$ cat config.mk
export PLATFORM = sky130hd
export DESIGN_NAME = wb_modport_flat
export DESIGN_NICKNAME = d
export VERILOG_FILES = /design/src/rtl/wb_modport_pkg.sv /design/src/rtl/wb_modport_if.sv /design/src/rtl/wb_modport_int_ctrl.sv /design/src/rtl/wb_modport.sv /design/src/flat_wrapper.sv
export SDC_FILE = /design/constraint.sdc
export NUM_CORES = 1
export LEC_CHECK = 0
export BUFFER_PORTS_ARGS = -buffer_cell sky130_fd_sc_hd__buf_2
export CAP_MARGIN = 20
export CORE_AREA = 2 2 81 83
export CTS_CLUSTER_SIZE = 12
export DETAILED_ROUTE_END_ITERATION = 6
export DIE_AREA = 0 0 83 85
export PLACE_DENSITY = 0.77
export RECOVER_POWER = 50
export SLEW_MARGIN = 20
export SYNTH_ARGS = -nofsm -noshare
export SYNTH_HDL_FRONTEND = slang
export SYNTH_SLANG_ARGS = --single-unit
$ cat constraint.sdc
create_clock -name wb_clk_i -period 1.6 [get_ports wb_clk_i]
set_input_delay 0.24 -clock wb_clk_i [delete_from_list [all_inputs] [get_ports wb_clk_i]]
set_output_delay 0.24 -clock wb_clk_i [all_outputs]
set_load 0.01 [all_outputs]
$ cat src/rtl/wb_modport_pkg.sv
// rtl/wb_modport_pkg.sv - shared widths, register addresses and reset values for wb_modport
package wb_modport_pkg;

    localparam int ADR_W  = 8;
    localparam int DATA_W = 32;

    localparam logic [ADR_W-1:0] ADR_CONFIG      = 8'h00;
    localparam logic [ADR_W-1:0] ADR_INT_PENDING = 8'h08;
    localparam logic [ADR_W-1:0] ADR_INT_STATUS  = 8'h0C;
    localparam logic [ADR_W-1:0] ADR_INT_MASK    = 8'h10;

    localparam logic [DATA_W-1:0] CFG_RST = 32'h0000_0001;

    // Registers are word aligned; the byte-lane bits of the address never select.
    function automatic logic adr_hit(input logic [ADR_W-1:0] adr, input logic [ADR_W-1:0] reg_adr);
        return adr[ADR_W-1:2] == reg_adr[ADR_W-1:2];
    endfunction

endpackage

$ cat src/rtl/wb_modport_if.sv
// rtl/wb_modport_if.sv - Wishbone classic bus bundle with master/slave views
interface wb_modport_if;

    logic [wb_modport_pkg::ADR_W-1:0]  wb_adr_i;
    logic                              wb_cyc_i;
    logic                              wb_stb_i;
    logic                              wb_we_i;
    logic [wb_modport_pkg::DATA_W-1:0] wb_dat_i;
    logic                              wb_ack_o;
    logic [wb_modport_pkg::DATA_W-1:0] wb_dat_o;
    logic                              wb_int_o;

    modport master (
        output wb_adr_i, wb_cyc_i, wb_stb_i, wb_we_i, wb_dat_i,
        input  wb_ack_o, wb_dat_o, wb_int_o
    );

    modport slave (
        input  wb_adr_i, wb_cyc_i, wb_stb_i, wb_we_i, wb_dat_i,
        output wb_ack_o, wb_dat_o, wb_int_o
    );

endinterface

$ cat src/rtl/wb_modport_int_ctrl.sv
// rtl/wb_modport_int_ctrl.sv - sticky pending bits, optional mask (WB_MODPORT_INT_MASK_EN), level irq
module wb_modport_int_ctrl #(
    parameter int NUM_INT = 9
) (
    input  logic               clk,
    input  logic               rst_n,
    input  logic [NUM_INT-1:0] evt,
    input  logic               rd_clr,
    input  logic               mask_we,
    input  logic [NUM_INT-1:0] mask_wdata,
    output logic [NUM_INT-1:0] pending,
    output logic [NUM_INT-1:0] mask,
    output logic               irq
);

    logic [NUM_INT-1:0] mask_eff;

`ifdef WB_MODPORT_INT_MASK_EN
    always_ff @(posedge clk or negedge rst_n) begin
        if (!rst_n) begin
            mask <= '0;
        end else if (mask_we) begin
            mask <= mask_wdata;
        end
    end
    assign mask_eff = mask;
`else
    logic unused_mask_wr;
    assign unused_mask_wr = mask_we ^ (^mask_wdata);
    assign mask     = '0;
    assign mask_eff = '1;
`endif

    // An event on the clearing edge is OR'd in after the clear, so it survives.
    always_ff @(posedge clk or negedge rst_n) begin
        if (!rst_n) begin
            pending <= '0;
            irq     <= 1'b0;
        end else begin
            pending <= (rd_clr ? '0 : pending) | evt;
            irq     <= |(pending & mask_eff);
        end
    end

endmodule

$ cat src/rtl/wb_modport.sv
// rtl/wb_modport.sv - Wishbone register block for the MAC host port; optional WB_MODPORT_INT_MASK_EN
module wb_modport #(
    parameter int                                NUM_INT = 9,
    parameter logic [wb_modport_pkg::DATA_W-1:0] CFG_RST = wb_modport_pkg::CFG_RST
) (
    input  logic               wb_clk_i,
    input  logic               wb_rst_i,
    wb_modport_if.slave        wb,
    input  logic [NUM_INT-1:0] int_evt_i,
    input  logic [NUM_INT-1:0] int_lvl_i,
    output logic               cfg_tx_enable_o
);

    import wb_modport_pkg::*;

    logic              accept;
    logic              rd_en;
    logic              wr_en;
    logic [DATA_W-1:0] cfg_q;
    logic [DATA_W-1:0] rd_data;
    logic [NUM_INT-1:0] pending;
    logic [NUM_INT-1:0] mask;

    // Gating on ack makes a held strobe alternate accept/ack instead of double acking.
    assign accept = wb.wb_cyc_i & wb.wb_stb_i & ~wb.wb_ack_o;
    assign rd_en  = accept & ~wb.wb_we_i;
    assign wr_en  = accept & wb.wb_we_i;

    always_comb begin
        rd_data = '0;
        if (adr_hit(wb.wb_adr_i, ADR_CONFIG)) begin
            rd_data = cfg_q;
        end else if (adr_hit(wb.wb_adr_i, ADR_INT_PENDING)) begin
            rd_data[NUM_INT-1:0] = pending;
        end else if (adr_hit(wb.wb_adr_i, ADR_INT_STATUS)) begin
            rd_data[NUM_INT-1:0] = int_lvl_i;
        end else if (adr_hit(wb.wb_adr_i, ADR_INT_MASK)) begin
            rd_data[NUM_INT-1:0] = mask;
        end
    end

    always_ff @(posedge wb_clk_i or negedge wb_rst_i) begin
        if (!wb_rst_i) begin
            wb.wb_ack_o <= 1'b0;
            wb.wb_dat_o <= '0;
            cfg_q       <= CFG_RST;
        end else begin
            wb.wb_ack_o <= accept;
            if (rd_en) begin
                wb.wb_dat_o <= rd_data;
            end
            if (wr_en && adr_hit(wb.wb_adr_i, ADR_CONFIG)) begin
                cfg_q <= wb.wb_dat_i;
            end
        end
    end

    assign cfg_tx_enable_o = cfg_q[0];

    wb_modport_int_ctrl #(.NUM_INT(NUM_INT)) u_int_ctrl (
        .clk        (wb_clk_i),
        .rst_n      (wb_rst_i),
        .evt        (int_evt_i),
        .rd_clr     (rd_en & adr_hit(wb.wb_adr_i, ADR_INT_PENDING)),
        .mask_we    (wr_en & adr_hit(wb.wb_adr_i, ADR_INT_MASK)),
        .mask_wdata (wb.wb_dat_i[NUM_INT-1:0]),
        .pending    (pending),
        .mask       (mask),
        .irq        (wb.wb_int_o)
    );

endmodule

$ cat src/flat_wrapper.sv
// flat-port wrapper written by rule: the top's interface ports become plain ports
module wb_modport_flat import wb_modport_pkg::*;
#(
    parameter int                                NUM_INT = 9,
    parameter logic [wb_modport_pkg::DATA_W-1:0] CFG_RST = wb_modport_pkg::CFG_RST
)
  (wb_clk_i, wb_rst_i, int_evt_i, int_lvl_i, cfg_tx_enable_o, wb_wb_adr_i, wb_wb_cyc_i, wb_wb_stb_i, wb_wb_we_i, wb_wb_dat_i, wb_wb_ack_o, wb_wb_dat_o, wb_wb_int_o);
  wb_modport_if wb_i ();
  input  logic wb_clk_i;
  input  logic wb_rst_i;
  input  logic [NUM_INT-1:0] int_evt_i;
  input  logic [NUM_INT-1:0] int_lvl_i;
  output logic cfg_tx_enable_o;
  input wire logic [$bits(wb_i.wb_adr_i)-1:0] wb_wb_adr_i;
  input wire logic [$bits(wb_i.wb_cyc_i)-1:0] wb_wb_cyc_i;
  input wire logic [$bits(wb_i.wb_stb_i)-1:0] wb_wb_stb_i;
  input wire logic [$bits(wb_i.wb_we_i)-1:0] wb_wb_we_i;
  input wire logic [$bits(wb_i.wb_dat_i)-1:0] wb_wb_dat_i;
  output wire logic [$bits(wb_i.wb_ack_o)-1:0] wb_wb_ack_o;
  output wire logic [$bits(wb_i.wb_dat_o)-1:0] wb_wb_dat_o;
  output wire logic [$bits(wb_i.wb_int_o)-1:0] wb_wb_int_o;
  assign wb_i.wb_adr_i = wb_wb_adr_i;
  assign wb_i.wb_cyc_i = wb_wb_cyc_i;
  assign wb_i.wb_stb_i = wb_wb_stb_i;
  assign wb_i.wb_we_i = wb_wb_we_i;
  assign wb_i.wb_dat_i = wb_wb_dat_i;
  assign wb_wb_ack_o = wb_i.wb_ack_o;
  assign wb_wb_dat_o = wb_i.wb_dat_o;
  assign wb_wb_int_o = wb_i.wb_int_o;
  wb_modport #(.NUM_INT(NUM_INT), .CFG_RST(CFG_RST)) u_core (.wb_clk_i(wb_clk_i), .wb_rst_i(wb_rst_i), .wb(wb_i), .int_evt_i(int_evt_i), .int_lvl_i(int_lvl_i), .cfg_tx_enable_o(cfg_tx_enable_o));
endmodule
Word level (Yosys, flattened, before mapping)
Index checks and enable logic that the tools add are counted.
{ "totals": {"elab_cells": 23, "regBits": 75, "inputBits": 63, "out_inout_bits": 35} }
{ "op_classes": {"reduce_logical": 3, "mux": 5, "bitwise": 8, "n_eq_ne": 2} }
{ "op_table": {"columns": ["operator", "n"], "rows": [
  ["9-bit 2-to-1 mux", 4],
  ["23-bit 2-to-1 mux", 1],
  ["6-bit by 2-bit == test with 1-bit output, second input constant", 2],
  ["9-bit OR", 1],
  ["9-bit OR reduction", 1],
  ["6-bit zero test", 1],
  ["1-bit bitwise AND", 5],
  ["1-bit inverter", 2],
  ["1-bit logical AND", 1]
]} }

Logic depth before layout (Yosys ltp)
Gate-level depths: netlist of the first run.
{ "logic_depth": {"word_depth": 6, "ltp_mapped": 6, "mapped_depth_nobuf": 3} }

By module
A second synthesis of the first run with hierarchy kept.
{ "unflattened": {"cells_unflattened": 287, "hier_area_um2": 3388.2} }
{ "by_module_without_submodules": {"columns": ["mod", "instances", "cells_each", "area_each_um2", "seq_area_each_um2"], "rows": [
  ["wb_modport", 1, 253, 2974.1, 1627.8],
  ["wb_modport_int_ctrl", 1, 34, 414.1, 250.2]
]} }

Worst setup path before layout of the first run
Ideal clock, no wire load.
{ "synth_timing": {"kind": "input to register", "from": "input port wb_wb_adr_i[7]", "to": "register u_core.cfg_q[10]", "t_required_ns": 1.475, "path_buffers": 1, "path_stages": 4, "slack_ns": -0.137, "setup_ns": 0.125, "arrival_time_ns": 1.612, "cell_sequence": "or4_4 -> nor3_4 -> buf_6 -> mux2_2"} }
{ "synth_between": {"elab_chain_cells": 2} }
{ "synth_lines": {"columns": ["item", "line_no", "rtl"], "rows": [
  ["start: declaration", "flat_wrapper.sv:14", "input wire logic [$bits(wb_i.wb_adr_i)-1:0] wb_wb_adr_i;"],
  ["6-bit zero test", "wb_modport_pkg.sv:16", "return adr[ADR_W-1:2] == reg_adr[ADR_W-1:2];"],
  ["1-bit logical AND", "wb_modport.sv:52", "if (wr_en && adr_hit(wb.wb_adr_i, ADR_CONFIG)) begin"],
  ["end signal: assignment", "wb_modport.sv:53", "cfg_q <= wb.wb_dat_i;"],
  ["end: declaration", "wb_modport.sv:19", "logic [DATA_W-1:0] cfg_q;"]
]} }
No other way between the ends.
A chain may end at the register's enable or synchronous reset.

Worst setup path after layout of the first run
{ "layout_timing": {"from": "register u_core.wb.wb_ack_o", "to": "register u_core.cfg_q[24]"} }
{ "layout_between": {"elab_chain_cells": 4} }
{ "layout_lines": {"columns": ["item", "line_no", "rtl"], "rows": [
  ["start: declaration", "wb_modport_if.sv:20", "output wb_ack_o, wb_dat_o, wb_int_o"],
  ["start signal: assignment", "wb_modport.sv:48", "wb.wb_ack_o <= accept;"],
  ["1-bit inverter", "wb_modport.sv:25", "assign accept = wb.wb_cyc_i & wb.wb_stb_i & ~wb.wb_ack_o;"],
  ["1-bit bitwise AND", "wb_modport.sv:25", null],
  ["1-bit bitwise AND", "wb_modport.sv:27", "assign wr_en = accept & wb.wb_we_i;"],
  ["1-bit logical AND", "wb_modport.sv:52", null]
]} }
No other way between the ends.

==> flow_metrics.env, run 1 <==
export IMPL_tightest_slew_ns=0.953
export IMPL_cpPeakStageDelay_ns=0.40
export IMPL_cts_buffers_inserted=9
export IMPL_die_area_um2=7060
export IMPL_die_w_um=83
export IMPL_vdd_ir_drop_max_v=0.000642
export IMPL_fin_ws_ns=-0.00859
export IMPL_drcViolationCount=0
export IMPL_dpl_hpwl_um=4630
export IMPL_crit_chain="nand4b_1 -> nor3_4 -> buf_6 -> mux2_2"
export IMPL_ys_warn_count=0
export IMPL_vias=2109
export IMPL_end_kind="register"
export IMPL_std_cell_rows=29
export IMPL_wirelength_um=6480
export IMPL_syn_cell_area_um2=2970
export IMPL_hold_class="input pin to register"
export IMPL_power_density_nw_per_um2=1040
export IMPL_synth_nets=277
export IMPL_finalPower_w=0.00400
export IMPL_rsz0062_at_grt="yes"
export IMPL_nNetsFinal=381
export IMPL_drive_gt1_share_pct=50.2
export IMPL_pre_cts_slack_ns=-0.263
export IMPL_die_height_um=85
export IMPL_status="finished, violations left"
export IMPL_slowest_stage="dfrtp_1"
export IMPL_finalSetupViolCount=3
export IMPL_grt_pass1_wl_um=10700
export IMPL_avgSynthCellArea_um2=13.9
export IMPL_violations="setup timing"
export IMPL_start_util_pct=47.9
export IMPL_grt_pass1_vias=2140
export IMPL_post_dp_cell_area_um2=3570
export IMPL_hold_viol=0
export IMPL_path_clk_slew_ns=0.08
export IMPL_cts_path_max_buffers=2
export IMPL_io_pins=98
export IMPL_grt_max_degree=39
export IMPL_core_um2=6200
export IMPL_finalCriticalPeriod_ns=1.61
export IMPL_synth_main_ff_cell="dfrtp_1"
export IMPL_n_antenna_cell=0
export IMPL_drv_cap=0
export IMPL_async_flop_share_pct=100
export IMPL_slew_headroom_pct=36.5
export IMPL_area_growth_pct=29.2
export IMPL_fmax_mhz=622
export IMPL_cts_setup_buffers=0
export IMPL_syn_inst=214
export IMPL_overflow=0
export IMPL_yosys_cell_types_count=24
export IMPL_wl_per_cell_um=16.2
export IMPL_grt_usage_pct=19.4
export IMPL_drtIter0Drc=81
export IMPL_cts_sinks=75
export IMPL_ys_seq_area_share_pct=63.2
export IMPL_synth_seq_cells=75
export IMPL_finalCritPeriodShare_pct=101
export IMPL_path_class="register to register"
export IMPL_cts_tree="done"
export IMPL_fin_area_um2=3840
export IMPL_synth_edff_count=0
export IMPL_ant_nets=0
export IMPL_h_tree_depth=3
export IMPL_gp_congestion=0.798
export IMPL_first_pass_iters=4
export IMPL_start_kind="register"
export IMPL_root_buffer="clkbuf_8"
export IMPL_insertion_delay_ns=0.34
export IMPL_arrival_ns=1.83
export IMPL_crit_fanout=14
export IMPL_final_max_slew_viol_count=0
export IMPL_cellLeakagePower_nw=2.00
export IMPL_clock_skew_ns=0.00753
export IMPL_required_ns=1.82
export IMPL_portBuffers=95
export IMPL_antenna_found_initial=0
export IMPL_avgViaCountPerCell=5.27
-- cell families (layout without fill, tap and decap cells) --
| group | after synthesis | count (layout) | share of synthesized area (%) |
|---|---|---|---|
| buf+inv | 16 | 125 | 3.41 |
| compound gates | 50 | 50 | 14.4 |
| flops | 75 | 75 | 63.2 |
| simple gates | 41 | 41 | 6.91 |
| mux | 32 | 32 | 12.1 |
-- cell type report --
cell class,instances,area (um2)
clock buffers,10,138
clock inverters,6,113
fillers,517,2370
multi-input cells,123,1010
flip-flops and latches,75,1880
well taps,77,96.3
repair buffers,109,604
-- power breakdown --
| group | switching, W | internal (W) | total [W] |
|---|---|---|---|
| combinational | 0.000131 | 0.000123 | 0.000254 |
| clock | 0.000706 | 0.00108 | 0.00179 |
| sequential | 0.0000236 | 0.00194 | 0.00196 |
| total | 0.000861 | 0.00314 | 0.00400 |
-- what timing repair did --
| action | CTS | global route |
|---|---|---|
| endpoints found under the setup margin | 36 | 29 |
| cloned | 0 | 0 |
| gates resized for setup | 1 | 3 |
| hold buffers | 1 | 0 |
| hold endpoints to repair | 35 | 0 |
-- per-stage QoR --
step | hold slack, ns | cells | utilization (%) | TNS, ns
3_3_place_gp | 0.238 | 383 | 57.6 | -11.03
6_report | 0.0718 | 400 | 61.9 | -0.0113
4_1_cts | 0.0524 | 400 | 61.8 | -0.654
3_5_place_dp | 0.245 | 383 | 57.6 | -12.33
5_1_grt | 0.0583 | 400 | 61.9 | -1.80
2_1_floorplan | -0.0556 | 214 | - | -4.09
-- state kept, by name (all words and copies together) (netlist names) --
name / cells
u_core.wb.wb_dat_o: 32
u_core.u_int_ctrl.pending: 9
u_core.wb.wb_ack_o: 1
u_core.cfg_q: 32
u_core.u_int_ctrl.irq: 1
-- per-layer routing --
metal / global-route usage [%] / vias to the layer above / wire length, um
met5: 0 / - / 0
met4: 7.00 / 0 / 51
met3: 5.74 / 9 / 428
met2: 29.3 / 81 / 3070
met1: 27.0 / 1028 / 2930
li1: - / 991 / -
-- layout by cell type, fill, tap and decap left out, types with 2 or more instances in the layout --
master	instances
a22o_1	23
mux2_1	2
o41ai_1	8
o2bb2ai_1	9
clkbuf_2	2
buf_6	3
dfrtp_1	74
buf_4	8
bufinv_16	3
a21o_1	9
nor2_1	11
buf_2	94
mux2_2	30
nand2_1	19
clkinv_4	2
clkbuf_8	10
-- final timing paths --
kind                                     from                           end  slack, ns  cells after the start
setup / recovery           u_core.wb.wb_ack_o              u_core.cfg_q[24]     -0.009                      4
hold / removal                   int_evt_i[8]  u_core.u_int_ctrl.pending[8]       0.07                      2
setup reg to reg           u_core.wb.wb_ack_o              u_core.cfg_q[24]     -0.009                      4
hold reg to reg            u_core.wb.wb_ack_o            u_core.wb.wb_ack_o       0.47                      1
max in group asynchronous            wb_rst_i         u_core.wb.wb_dat_o[2]       0.21                      3
min in group asynchronous            wb_rst_i         u_core.wb.wb_dat_o[6]       0.58                      2
-- synth_stat cells, types with 2 or more instances --
cell,n,area (um2)
clkbuf_1,8,30.0
a22o_1,23,201
nand2_1,19,71.3
o41ai_1,9,78.8
a21o_1,9,67.6
mux2_1,2,22.5
buf_6,5,56.3
mux2_2,30,338
buf_2,3,15.0
nor2_1,11,41.3
o2bb2ai_1,9,78.8
dfrtp_1,74,1850
-- worst max-delay path, delay by kind of cell (launching register included) --
| family | cells | cell delay (ns) |
|---|---|---|
| flip-flops | 1 | 0.40 |
| buffers and inverters | 1 | 0.21 |
| AND/OR/NAND/NOR | 2 | 0.52 |
| multiplexers | 1 | 0.35 |
(Power assumes the default switching activity.)
==> inputs of run 2 (changes only) <==
Settings changed: CORE_AREA 2 2 81 83 to 2 2 101 103, DIE_AREA 0 0 83 85 to 0 0 103 105, PLACE_DENSITY 0.77 to 0.56.
==> run 2 against run 1 <==
The flow now finishes without violations. Non-clock buffer count up 1. Wire length rose by 7.8%. Final cell count is 14% higher. Utilization shrank 21 points. Sequential cell count did not move. Combinational power up 6%. Largest power group unchanged. Register-to-register slack hardly changed. Critical path type unchanged. Total power shrank 4.8%. Sequential share of layout area down 1.6 points. Die area increased by 53%.
==> flow_metrics.env, run 2 (same netlist as run 1, synthesis figures left out) <==
export IMPL_finalHoldWorstSlack_ns=0.0804
export IMPL_insertion_delay_ns=0.34
export IMPL_vdd_ir_drop_max_v=0.000473
export IMPL_hold_viol=0
export IMPL_top_regs="u_core.cfg_q (32), u_core.wb.wb_dat_o (32), u_core.u_int_ctrl.pending (9)"
export IMPL_cts_path_max_buffers=2
export IMPL_cellLeakagePower_nw=2.00
export IMPL_drive_gt1_share_pct=48.5
export IMPL_tns_ns=0
export IMPL_finalCriticalPeriod_ns=1.60
export IMPL_hold_class="input pin to register"
export IMPL_dpl_hpwl_um=4610
export IMPL_combPwrFrac_pct=7.0
export IMPL_area_growth_pct=33.6
export IMPL_r2r_slack_ns=0.003
export IMPL_nNetsFinal=382
export IMPL_start_kind="register"
export IMPL_final_max_slew_viol_count=0
export IMPL_worst_hold_path_endpoint="u_core.u_int_ctrl.pending[2]"
export IMPL_gp_congestion=0.781
export IMPL_grt_usage_pct=12.2
export IMPL_cts_tree="done"
export IMPL_finalCritPeriodShare_pct=99.8
export IMPL_first_pass_iters=4
export IMPL_final_common_cell="buf_2"
export IMPL_std_cell_rows=36
export IMPL_root_buffer="clkbuf_8"
export IMPL_worstRegToRegCells=5
export IMPL_cts_buffers_inserted=9
export IMPL_drv_cap=0
export IMPL_crit_fanout=16
export IMPL_rsz0062_at_grt="yes"
export IMPL_power_density_nw_per_um2=960
export IMPL_portBuffers=95
export IMPL_clock_skew_ns=0.00987
export IMPL_end_kind="register"
export IMPL_worstReg2RegEnd="u_core.cfg_q[19]"
export IMPL_slowest_stage="dfrtp_1"
export IMPL_drcViolationCount=0
export IMPL_internal_power_w=0.00295
export IMPL_cpPeakStageDelay_ns=0.41
export IMPL_die_w_um=103
export IMPL_arrival_ns=1.82
export IMPL_status="complete, no violations"
export IMPL_core_um2=9640
export IMPL_drtIter0Drc=65
export IMPL_die_area_um2=10800
export IMPL_final_util_pct=41.2
export IMPL_die_height_um=105
export IMPL_crit_chain="nand4b_1 -> nor3_4 -> buf_12 -> buf_12 -> mux2_2"
export IMPL_h_tree_depth=3
export IMPL_fmax_mhz=626
export IMPL_n_antenna_cell=0
export IMPL_io_pins=98
export IMPL_cts_sinks=75
export IMPL_pwr_share_seq_pct=51.5
export IMPL_grt_pass1_vias=2005
export IMPL_timing_hold_worst_start="int_evt_i[2]"
export IMPL_path_clk_slew_ns=0.08
export IMPL_wl_per_cell_um=15.3
export IMPL_avgViaCountPerCell=4.52
export IMPL_vias=2065
export IMPL_reg2reg_from="u_core.wb.wb_ack_o"
export IMPL_final_cells=457
export IMPL_finalPower_w=0.00381
export IMPL_n_fill_cell=961
export IMPL_tightest_slew_ns=0.879
export IMPL_slew_headroom_pct=41.4
export IMPL_grt_max_degree=35
export IMPL_cpMostUsedCell="buf_12"
export IMPL_ant_nets=0
export IMPL_clockPowerShare_pct=41.5
export IMPL_antenna_found_initial=0
export IMPL_holdPathStages=2
export IMPL_path_class="register to register"
export IMPL_netSwitchingPower_w=0.000866
export IMPL_dp_cells=437
export IMPL_wirelength_um=6980
export IMPL_start_util_pct=30.8
export IMPL_finalSetupViolCount=0
export IMPL_required_ns=1.82
export IMPL_overflow=0
export IMPL_sw_frac_of_total_pct=22.7
export IMPL_most_common_layout_cells="buf_2, dfrtp_1, a22o_1, mux2_2, nand2_1"
export IMPL_grt_pass1_wl_um=10300
run 2: per-stage QoR:
stage                     instance area (um2)  worst slack, ns
after global placement                   3650           -0.242
after detailed placement                 3650           -0.252
after floorplan                          2970           -0.118
after global routing                     3970          -0.0469
final                                    3970          0.00331
after CTS                                3870           0.0177
run 2: final cells by class:
cell class                      instances  area (um2)  share of cell area, %
Sequential cell                        75        1880                   47.3
Multi-Input combinational cell        123        1060                   26.7
Timing Repair Buffer                  110         651                   16.4
Tap cell                              133         166                   4.19
Clock buffer                            9         124                   3.12
Clock inverter                          7        91.3                   2.30
run 2: layer usage:
layer / global-route usage [%] / share of wire (%) / wire [um] / up-vias
li1: - / - / - / 994
met1: 16.7 / 47 / 3260 / 995
met2: 18.8 / 45 / 3160 / 70
met3: 3.95 / 7.1 / 498 / 6
met4: 3.10 / 0.80 / 56 / 0
met5: 0 / 0 / 0 / -
run 2: power by group through the flow:
stage,Sequential (W),Clock (W),Combinational [W]
finish,0.00196,0.00158,0.000268
global route,0.00197,0.00175,0.000297
CTS,0.00196,0.00165,0.000266
detailed placement,0.00200,0,0.000262
global placement,0.00200,0,0.000258
floorplan,0.00200,0,0.0000950
run 2: worst max-delay path: cells and delay by family (launching register included):
family,cells,cell delay [ns]
flip-flops,1,0.41
buffers and inverters,2,0.29
AND/OR/NAND/NOR,2,0.42
multiplexers,1,0.34
run 2: what timing repair did:
item / CTS / global route
gates resized for setup: 1 / 14
cloned: 0 / 2
hold endpoints to repair: 31 / 0
endpoints found under the setup margin: 2 / 59
setup buffers: 0 / 1
hold buffers: 1 / 0
run 2: how the worst max path moves through the flow:
| stage | start | endpoint | slack [ns] | depth (start not counted) |
|---|---|---|---|---|
| 2_1_floorplan | wb_wb_adr_i[7] | u_core.cfg_q[10] | -0.12 | 4 |
| 3_3_place_gp | wb_wb_adr_i[7] | u_core.cfg_q[16] | -0.24 | 5 |
| 3_5_place_dp | wb_wb_adr_i[7] | u_core.cfg_q[29] | -0.25 | 5 |
| 4_1_cts | u_core.wb.wb_ack_o | u_core.u_int_ctrl.pending[0] | 0.02 | 3 |
| 5_1_grt | u_core.wb.wb_ack_o | u_core.cfg_q[14] | -0.05 | 5 |
| 6_report | u_core.wb.wb_ack_o | u_core.cfg_q[19] | 0.003 | 5 |
==> inputs of run 3 (changes only) <==
Clock period 1.6 ns to 1.56 ns, I/O delays scaled along.
==> run 3 against run 2 <==
The flow now finishes with violations (setup timing). Register-to-register slack worse by 0.02 ns. Combinational power is 6% higher. Sequential power is 3% higher. Hold slack worse by 0.0080 ns. Clock skew hardly changed. Clock power is 9% higher. Critical path type unchanged. Largest cell class unchanged.
==> flow_metrics.env, run 3 (same netlist as run 1, synthesis figures left out) <==
export IMPL_timing_hold_worst_start="int_evt_i[7]"
export IMPL_most_common_layout_cells="buf_2, dfrtp_1, a22o_1, mux2_2, nand2_1"
export IMPL_antenna_found_initial=0
export IMPL_end_kind="register"
export IMPL_clockPowerShare_pct=42.8
export IMPL_tns_ns=-0.0757
export IMPL_violations="setup timing"
export IMPL_final_common_cell="buf_2"
export IMPL_avgViaCountPerCell=4.57
export IMPL_nNetsFinal=388
export IMPL_vdd_ir_drop_max_v=0.000494
export IMPL_grt_pass1_wl_um=10300
export IMPL_finalHoldWorstSlack_ns=0.0724
export IMPL_worstRegToRegCells=5
export IMPL_worst_hold_path_endpoint="u_core.u_int_ctrl.pending[7]"
export IMPL_drv_cap=0
export IMPL_hold_class="input pin to register"
export IMPL_start_util_pct=30.8
export IMPL_drtIter0Drc=77
export IMPL_finalSetupViolCount=13
export IMPL_clock_skew_ns=0.0102
export IMPL_tightest_slew_ns=0.967
export IMPL_combPwrFrac_pct=7.1
export IMPL_hold_viol=0
export IMPL_path_class="register to register"
export IMPL_die_w_um=103
export IMPL_netSwitchingPower_w=0.000892
export IMPL_fin_ws_ns=-0.0138
export IMPL_std_cell_rows=36
export IMPL_rsz0062_at_grt="yes"
export IMPL_overflow=0
export IMPL_grt_pass1_vias=2058
export IMPL_grt_max_degree=76
export IMPL_wl_per_cell_um=15.8
export IMPL_power_density_nw_per_um2=982
export IMPL_area_growth_pct=37.6
export IMPL_finalPower_w=0.00402
export IMPL_crit_chain="nand4b_1 -> nor3_4 -> buf_6 -> buf_12 -> mux2_2"
export IMPL_finalCritPeriodShare_pct=101
export IMPL_gp_congestion=0.820
export IMPL_insertion_delay_ns=0.34
export IMPL_drive_gt1_share_pct=50.9
export IMPL_n_antenna_cell=0
export IMPL_grt_usage_pct=12.4
export IMPL_path_clk_slew_ns=0.08
export IMPL_die_height_um=105
export IMPL_internal_power_w=0.00313
export IMPL_dpl_hpwl_um=4520
export IMPL_pwr_share_seq_pct=50.1
export IMPL_crit_fanout=16
export IMPL_cts_buffers_inserted=9
export IMPL_finalCriticalPeriod_ns=1.57
export IMPL_io_pins=98
export IMPL_wirelength_um=7300
export IMPL_core_um2=9640
export IMPL_final_max_slew_viol_count=0
export IMPL_start_kind="register"
export IMPL_r2r_slack_ns=-0.01
export IMPL_top_regs="u_core.cfg_q (32), u_core.wb.wb_dat_o (32), u_core.u_int_ctrl.pending (9)"
export IMPL_drcViolationCount=0
export IMPL_ant_nets=0
export IMPL_fmax_mhz=635
export IMPL_sw_frac_of_total_pct=22.2
export IMPL_first_pass_iters=4
export IMPL_cpPeakStageDelay_ns=0.41
export IMPL_cts_path_max_buffers=2
export IMPL_cts_tree="done"
export IMPL_root_buffer="clkbuf_8"
export IMPL_cts_sinks=75
export IMPL_portBuffers=95
export IMPL_slowest_stage="dfrtp_1"
export IMPL_worstReg2RegEnd="u_core.cfg_q[13]"
export IMPL_required_ns=1.78
export IMPL_cellLeakagePower_nw=2.08
export IMPL_die_area_um2=10800
export IMPL_arrival_ns=1.80
export IMPL_vias=2116
export IMPL_h_tree_depth=3
export IMPL_reg2reg_from="u_core.wb.wb_ack_o"
export IMPL_slew_headroom_pct=35.6
export IMPL_holdPathStages=2
export IMPL_status="finished, violations left"
run 3: changes by cell type in the layout (fill, tap and decap cells not counted), sizes merged:
cell,previous run,this run
buf,100,111
clkbuf,18,15
inv,1,0
clkinv,3,2
run 3: what timing repair did:
action                                  CTS  global route
hold buffers                              1             0
gates resized for setup                   2            14
setup buffers                             0             4
pin swaps                                 0             1
gates cloned                              0             5
endpoints found under the setup margin   29            63
hold endpoints to repair                 74             0
run 3: final cells by class:
cell class              count  area, um2
fillers                   977       5550
flip-flops and latches     75       1880
multi-input cells         123       1060
repair buffers            116        752
well taps                 133        166
clock buffers              11        151
clock inverters             5       85.1
run 3: how the worst max path moves through the flow:
stage | startpoint | to | slack (ns) | cells after the start
5_1_grt | u_core.wb.wb_ack_o | u_core.cfg_q[18] | -0.04 | 5
6_report | u_core.wb.wb_ack_o | u_core.cfg_q[13] | -0.01 | 5
4_1_cts | u_core.wb.wb_ack_o | u_core.u_int_ctrl.pending[0] | -0.02 | 3
3_5_place_dp | wb_wb_adr_i[7] | u_core.u_int_ctrl.pending[0] | -0.29 | 5
2_1_floorplan | wb_wb_adr_i[7] | u_core.cfg_q[10] | -0.15 | 4
3_3_place_gp | wb_wb_adr_i[7] | u_core.u_int_ctrl.pending[0] | -0.28 | 5
run 3: power groups by stage:
stage	Sequential (W)	Combinational (W)	Clock, W
final	0.00201	0.000285	0.00172
after global routing	0.00202	0.000318	0.00187
after CTS	0.00201	0.000274	0.00179
after detailed placement	0.00205	0.000269	0
after global placement	0.00205	0.000265	0
after floorplan	0.00205	0.0000974	0
run 3: through the flow:
stage	area [um2]	cells	util [%]	setup WS [ns]
2_1_floorplan	2970	214	-	-0.152
3_3_place_gp	3660	437	38.0	-0.285
3_5_place_dp	3660	437	38.0	-0.288
4_1_cts	3910	454	40.6	-0.0243
5_1_grt	4090	463	42.4	-0.0432
6_report	4090	463	42.4	-0.0138
run 3: metal layers:
metal	vias up	track usage (%)	part of all wire, %
met5	-	0	0
met4	0	4.89	1.6
met3	11	3.48	7.3
met2	79	18.7	44
met1	1020	16.7	47
li1	1006	-	-
run 3: critical path, delay by kind of cell (launching register included):
family | cells | cell delay [ns]
multiplexers | 1 | 0.34
buffers and inverters | 2 | 0.31
AND/OR/NAND/NOR | 2 | 0.39
flip-flops | 1 | 0.41
